[src/rtl/sat_counter.sv]
// Saturating up-counter with synchronous clear; holds at all-ones instead of wrapping.
module sat_counter #(
    parameter int unsigned CNT_W = 16
) (
    input  logic             i_clk,
    input  logic             i_rst,
    input  logic             i_clear,
    input  logic             i_inc,
    output logic [CNT_W-1:0] o_count
);

    logic [CNT_W-1:0] r_count;
    logic             w_at_max;

    assign w_at_max = &r_count;

    always_ff @(posedge i_clk or negedge i_rst) begin
        if (!i_rst) begin
            r_count <= '0;
        end else if (i_clear) begin
            r_count <= '0;
        end else if (i_inc && !w_at_max) begin
            r_count <= r_count + 1'b1;
        end
    end

    assign o_count = r_count;

endmodule

[config.mk]
export PLATFORM = sky130hd
export DESIGN_NAME = sat_counter
export DESIGN_NICKNAME = d
export VERILOG_FILES = /design/src/rtl/sat_counter.sv
export SDC_FILE = /design/constraint.sdc
export NUM_CORES = 1
export LEC_CHECK = 0
export CORE_MARGIN = 5
export CORE_UTILIZATION = 44
export CTS_CLUSTER_SIZE = 10
export DETAILED_ROUTE_END_ITERATION = 10
export PLACE_DENSITY = 0.83
export SETUP_SLACK_MARGIN = 0.05
export SLEW_MARGIN = 40
export SYNTH_ARGS = -nofsm -noshare
export SYNTH_HDL_FRONTEND = slang
export SYNTH_SLANG_ARGS = --single-unit
[constraint.sdc]
create_clock -name i_clk -period 1.85 [get_ports i_clk]
set_input_delay 0.2775 -clock i_clk [delete_from_list [all_inputs] [get_ports i_clk]]
set_output_delay 0.2775 -clock i_clk [all_outputs]
set_load 0.02 [all_outputs]
Yosys cells after proc, flatten, opt, wreduce, memory -nomap -nowiden
Index checks and enable logic that the tools add are counted.
W data, S select, Z words.
{"block": "op_classes", "addsub": 1, "n_mul": 0, "div": 0, "magnitude_cmp": 0, "n_eq_ne": 0, "shifts": 0, "muxes": 2, "n_bitwise": 0, "n_reduce_logical": 4}
{"cell": "$mux W16", "n": 2}
{"cell": "$add A16 B1 Y16 const B", "n": 1}
{"cell": "$reduce_and A16 Y1", "n": 1}
{"cell": "$reduce_bool A2 Y1", "n": 1}
{"cell": "$logic_and A1 B1 Y1", "n": 1}
{"cell": "$logic_not A1 Y1", "n": 1}
{"block": "word_totals", "ff_bits": 16, "latchBits": 0, "ram_bits": 0, "rom_bits": 0, "inputBits": 4, "output_inout_bits": 16, "elab_cells": 8, "n_memories": 0}

Depth between registers and ports, before layout
Gate-level depths: netlist of run 1.
{"block": "depth", "word_depth": 5, "ltp_mapped": 5, "ltp_nobuf": 5}

Worst setup path after synthesis of run 1
No wires, ideal clock.
{"block": "synth_path", "path_kind": "reg2reg", "startpoint": "register r_count[0], in the netlist o_count[0]", "endpoint": "register r_count[14], in the netlist o_count[14]", "setup_time_ns": 0.078, "arrival_ns": 1.529, "required_time_ns": 1.772, "slack_ns": 0.243, "path_stages_with_launch": 6, "n_path_buf": 0, "period_less_slack_ns": 1.607, "cell_sequence": "dfrtp_1 ha_1 and2_1 o2111ai_2 or3_1 a21oi_1"}
{"block": "synth_via", "elab_chain_len": 4, "word_cells_on_any_way": 7, "cone_classes": "add/sub (1); mux (2); reduce/logical (4)"}
{"element": "start: declaration", "line": "12", "text": "logic [CNT_W-1:0] r_count;"}
{"element": "start signal: assignment", "line": "23", "text": "r_count <= r_count + 1'b1;"}
{"element": "parallel branches: the longest is 4 deep, another holds $add A16 B1 Y16"}
Several ways; the timed one is not identified. The select of a mux whose other input is x is not followed.
A chain may end at the register's enable or synchronous reset.

Worst setup path in the final report of run 1
{"block": "layout_path", "startpoint": "register r_count[8], in the netlist o_count[8]", "endpoint": "output o_count[8]"}
{"element": "end: declaration", "line": "9", "text": "output logic [CNT_W-1:0] o_count"}
No word-level cell between the ends.

==> results of run 1 <==
[routing by layer]
| metal | track usage [%] | part of all wire (%) | vias up |
|---|---|---|---|
| li1 | - | - | 415 |
| met1 | 19.2 | 45 | 421 |
| met4 | 6.25 | 1.5 | 0 |
| met3 | 3.48 | 5.4 | 3 |
| met2 | 26.5 | 48 | 29 |
| met5 | 0 | 0 | - |
[placed cells by master (no fill, tap or decap), types with 4 or more instances in the layout]
cell | Yosys | routed
clkdlybuf4s50_1 | 0 | 19
a21oi_1 | 8 | 8
nand2_1 | 7 | 7
buf_4 | 0 | 8
or3_1 | 4 | 4
o21ai_0 | 4 | 4
nand3_1 | 4 | 4
dfrtp_1 | 16 | 16
nor2_1 | 8 | 8
[area by class of cell]
cell class,count,area (um2)
Clock buffer,3,22.5
Tap cell,27,33.8
Fill cell,162,763
Multi-Input combinational cell,75,504
Timing Repair Buffer,27,250
Inverter,2,7.51
Sequential cell,16,400
[how the worst max path moves through the flow]
stage                          start           to  slack (ps)
after floorplan           o_count[0]  o_count[14]         240
after global placement         i_inc  o_count[15]          30
after detailed placement       i_inc  o_count[15]         -20
after CTS                 o_count[8]   o_count[8]         110
after global routing      o_count[0]  o_count[14]          50
final                     o_count[8]   o_count[8]         130
[metrics by stage]
step	total power [mW]	setup TNS [ps]	util, %	std cells	hold slack (ps)
finish	0.598	0	61.5	150	292
global route	0.625	0	61.5	150	315
CTS	0.604	0	60.7	148	292
detailed placement	0.421	-22.6	59.6	145	572
global placement	0.420	0	59.6	145	562
floorplan	0.390	0	-	95	-18.1
[power by group through the flow]
stage / logic (mW) / registers, mW / clock network, mW
final: 0.0545 / 0.359 / 0.184
after global routing: 0.0599 / 0.361 / 0.204
after CTS: 0.0552 / 0.359 / 0.190
after detailed placement: 0.0550 / 0.366 / 0
after global placement: 0.0537 / 0.366 / 0
after floorplan: 0.0201 / 0.370 / 0
[cell families after synthesis]
family,after synthesis,share of synthesized area (%)
AO/OA/AOI/OAI,22,15.5
XOR/XNOR,1,0.953
adder cells (fa/ha/maj),1,1.36
buffers and inverters,4,1.63
flip-flops,16,43.5
multiplexers,4,5.03
AND/OR/NAND/NOR,47,32.0
==> run metrics, run 1 <==
Clock Latency Late Sink 290 ps; # setup viols final 0; site row count 16; routability cong. 0.857; Reg2Reg Setup Slack 150 ps; Worst EP required 1570 ps; critical path's largest stage delay 660 ps; Post-Synthesis Net Count 100; skew final ~7.9 ps; Post CTS Setup Buffer Count 0; syn avg cell area approximately 9.7 um2; Post-synth top flop dfrtp_1; Switching Share about a quarter; clock sinks 16; Tightest Pin Transition roughly 370 ps; fmax 0.580 GHz; first-pass GRT wire length around 4 mm; synthesized cell area approximately 920 um2; Cell Pwr Density 491 mW/mm2; number of port buffers 19; total number of yosys warnings 0; register area share after synthesis 43.5%; CP Class register to output pin; Hold Crit Class input pin to async pin; total core area between 0.0015 and 0.002 mm2; top cells by area, synth dfrtp_1 (44%), a21oi_1 (4.4%), nor2_1 (3.3%), nand2_1 (2.9%), or3_1 (2.7%); CTS tree built; Starting Density 46.4%; share of post-route cells with drive strength above 1 roughly 17%; crit end category output pin; Crit-path slowest cell clkdlybuf4s50_1; Reg2Reg Depth 6; Total GRT Usage around 16%; vias in the first global route a little over 900; DIE HEIGHT 55.7 um; min cycle time layout roughly 1700 ps; NetSw 143 uW; Slew Limit Fails 0; Final Hold Viols 0; Worst path top cell family by delay buffers and inverters; cell area after layout ~0.0012 mm2; clock share of power a little under a third; htree depth 1; Post-synth EDFFs 0; crit path DAT between 1000 and 1500 ps; Reg2Reg Capture Point o_count[9]; Ports 20; Die W around 56 um; most common cell in the synthesized netlist dfrtp_1; pre-CTS setup slack -22.6 ps; CP startpoint kind register; DR DRC count 0; Starting DRT DRC Count 22; Comb power frac slightly above 9%; cts hold-fix bufs 0; initial antenna violation count 0; top cell type's share of synthesized area 43.5%; Final #Nets 130; Cell variety after synth 36; WL/cell roughly 15 um; launch point of the worst reg-to-reg path o_count[0]; PnR worst setup slack approximately 130 ps; Placement Cell Area between 0.001 and 0.0015 mm2; Num CTS Buffers 3; sequential power share 60.1%; CTS clk-pin slew, worst paths 90 ps; Async SR Flop Fraction between 90% and 100%; crit path buf inv count 1; peak supply drop around 410 uV; Largest register FFs 16; die area between 0.003 and 0.004 mm2; Syn-to-layout area delta 32.5%; Vias ~870; Synth top cells by count dfrtp_1 (16), a21oi_1 (8), nor2_1 (8); GR Overflow Total 0; Avg Vias per Cell 5.79; largest area contributor in the netlist dfrtp_1; CP Depth 1; maxcap violations 0; Max-Slew Margin vs Limit about three quarters; drt pass-1 iters 4; RSZ-0062 raised after global routing false; Max FO, Critical Path 7; Yosys reg bits 16; CTS root buf clkbuf_4; period utilization ~93%; post_cts resized 0; crit path cell chain clkdlybuf4s50_1; clock tree buffer depth 2; WL final approximately 2.2 mm; leakage between 0.4 and 0.5 nW; outcome complete, no violations; antenna cells 0; post-synthesis cell count between 90 and 100; antenna-violating nets left 0; Int Power ~460 uW; largest net degree at the start of global routing 17; hpwl dp around 1.7 mm
(Power assumes the default switching activity.)
==> inputs of run 2 (changes only) <==
CORE_MARGIN = default   (was 5)
==> run metrics, run 2 (synthesized netlist as in run 1, its figures left out) <==
Reg2Reg Capture Point o_count[0]; Worst EP required 1570 ps (about the same); die area 0.00228 mm2 (-27%); first-pass GRT wire length 3.18 mm (-20%); CP Depth 1 (unchanged); hpwl dp 1.60 mm (-5.5%); initial antenna violation count 0 (unchanged); Reg2Reg Setup Slack 210 ps (+60 ps); Ports 20 (unchanged); Starting Density 46.9% (+0.47 points); antenna-violating nets left 0 (unchanged); Num CTS Buffers 3 (unchanged); commonest cells after routing, fill and taps aside clkdlybuf4s50_1 (19), dfrtp_1 (16), a21oi_1 (8), nor2_1 (8), nand2_1 (7); RSZ-0062 raised after global routing false; post_cts resized 0 (unchanged); Vias 824 (-5.1%); period utilization 90.9% (-2.3 points); Slew Limit Fails 0 (unchanged); crit end category output pin; fmax 0.595 GHz (+2.5%); post-route insts no fill 148 (-1.3%); DP Cell Count 144 (-0.69%); Util after Layout 61.7% (+0.18 points); Crit-path slowest cell clkdlybuf4s50_1; clock sinks 16 (unchanged); CTS tree built; worst setup path start o_count[8]; Max-Slew Margin vs Limit 73.9% (-1.4 points); number of port buffers 19 (unchanged); Tightest Pin Transition 388 ps (+20.4 ps); antenna cells 0 (unchanged); share of post-route cells with drive strength above 1 15.7% (-1.4 points); Final #Nets 127 (-2.3%); Max FO, Critical Path 7 (unchanged); vias in the first global route 753 (-18%); skew final 2.78 ps (-5.11 ps); Post CTS Setup Buffer Count 0 (unchanged); filler instances 183 (+13%); Final Hold Viols 0 (unchanged); drt pass-1 iters 4 (unchanged); Die W 47.7 um (-14%); Clock Latency Late Sink 280 ps (about the same); Cell Pwr Density 524 mW/mm2 (+6.8%); outcome complete, no violations; CTS clk-pin slew, worst paths 90 ps (about the same); min cycle time layout 1680 ps (-42.8 ps); CP Class register to output pin; CP startpoint kind register; most common cell after layout, fill and taps aside clkdlybuf4s50_1; WL final 2.01 mm (-9.9%); Total GRT Usage 19.8% (+4.1 points); crit path DAT 1400 ps (-50 ps); GR Overflow Total 0 (unchanged); site row count 16 (unchanged); critical path's largest stage delay 650 ps (about the same); leakage 0.483 nW (-1.9%); PnR worst setup slack 169 ps (+42.8 ps); # setup viols final 0 (unchanged); Avg Vias per Cell 5.57 (-3.8%); WL/cell 13.6 um (-8.7%); Worst Setup EP o_count[8]; largest net degree at the start of global routing 17 (unchanged); total core area 0.00196 mm2 (-1.0%); Largest register FFs 16 (unchanged); cts hold-fix bufs 0 (unchanged); htree depth 1 (unchanged); crit path buf inv count 1 (unchanged); Reg2Reg Depth 4 (-2); maxcap violations 0 (unchanged); Setup TNS Final 0 ps (unchanged); Syn-to-layout area delta 31.6%; CTS root buf clkbuf_4; Hold Crit Class input pin to async pin; clock tree buffer depth 2 (unchanged); routability cong. 0.913 (+6.5%); Starting DRT DRC Count 15 (-32%); Worst path top cell family by delay buffers and inverters; crit path cell chain clkdlybuf4s50_1; pre-CTS setup slack -33.3 ps (-10.6 ps); DR DRC count 0 (unchanged); launch point of the worst reg-to-reg path o_count[12]; peak supply drop 311 uV (-25%); DIE HEIGHT 47.7 um (-14%)
## run 2: stage by stage
step	hold slack (ps)	power [mW]	area [um2]
global route	332	0.662	1210
floorplan	-18.1	0.390	920
CTS	313	0.645	1210
finish	312	0.634	1210
detailed placement	589	0.420	1170
global placement	557	0.419	1170
## run 2: how the worst min path moves through the flow
stage / slack [ps] / end / startpoint
4_1_cts: 310 / o_count[15] / i_rst
3_3_place_gp: 560 / o_count[5] / o_count[5]
6_report: 310 / o_count[15] / i_rst
5_1_grt: 330 / o_count[14] / i_rst
2_1_floorplan: -20 / o_count[0] / i_rst
3_5_place_dp: 590 / o_count[5] / o_count[5]
## run 2: where the power goes
| group | leakage, nW | switching (mW) | internal (mW) | total (mW) |
|---|---|---|---|---|
| clock network | 0.0210 | 0.102 | 0.120 | 0.221 |
| registers | 0.222 | 0.00560 | 0.354 | 0.359 |
| logic | 0.240 | 0.0275 | 0.0258 | 0.0533 |
| total | 0.483 | 0.135 | 0.499 | 0.634 |
## run 2: cell type report
type / instances / area, um2 / share of cell area (%)
sequential: 16 / 400 / 33.1
multi-input combinational: 75 / 504 / 41.7
inverter: 2 / 7.51 / 0.620
timing repair buffer: 24 / 228 / 18.8
tap: 27 / 33.8 / 2.79
clock buffer: 4 / 36.3 / 3.00
## run 2: layer usage
layer	part of all wire, %	global-route usage [%]
met1	46	25.9
met2	50	33.8
met3	3.9	3.02
met4	0.60	5.56
met5	0	0
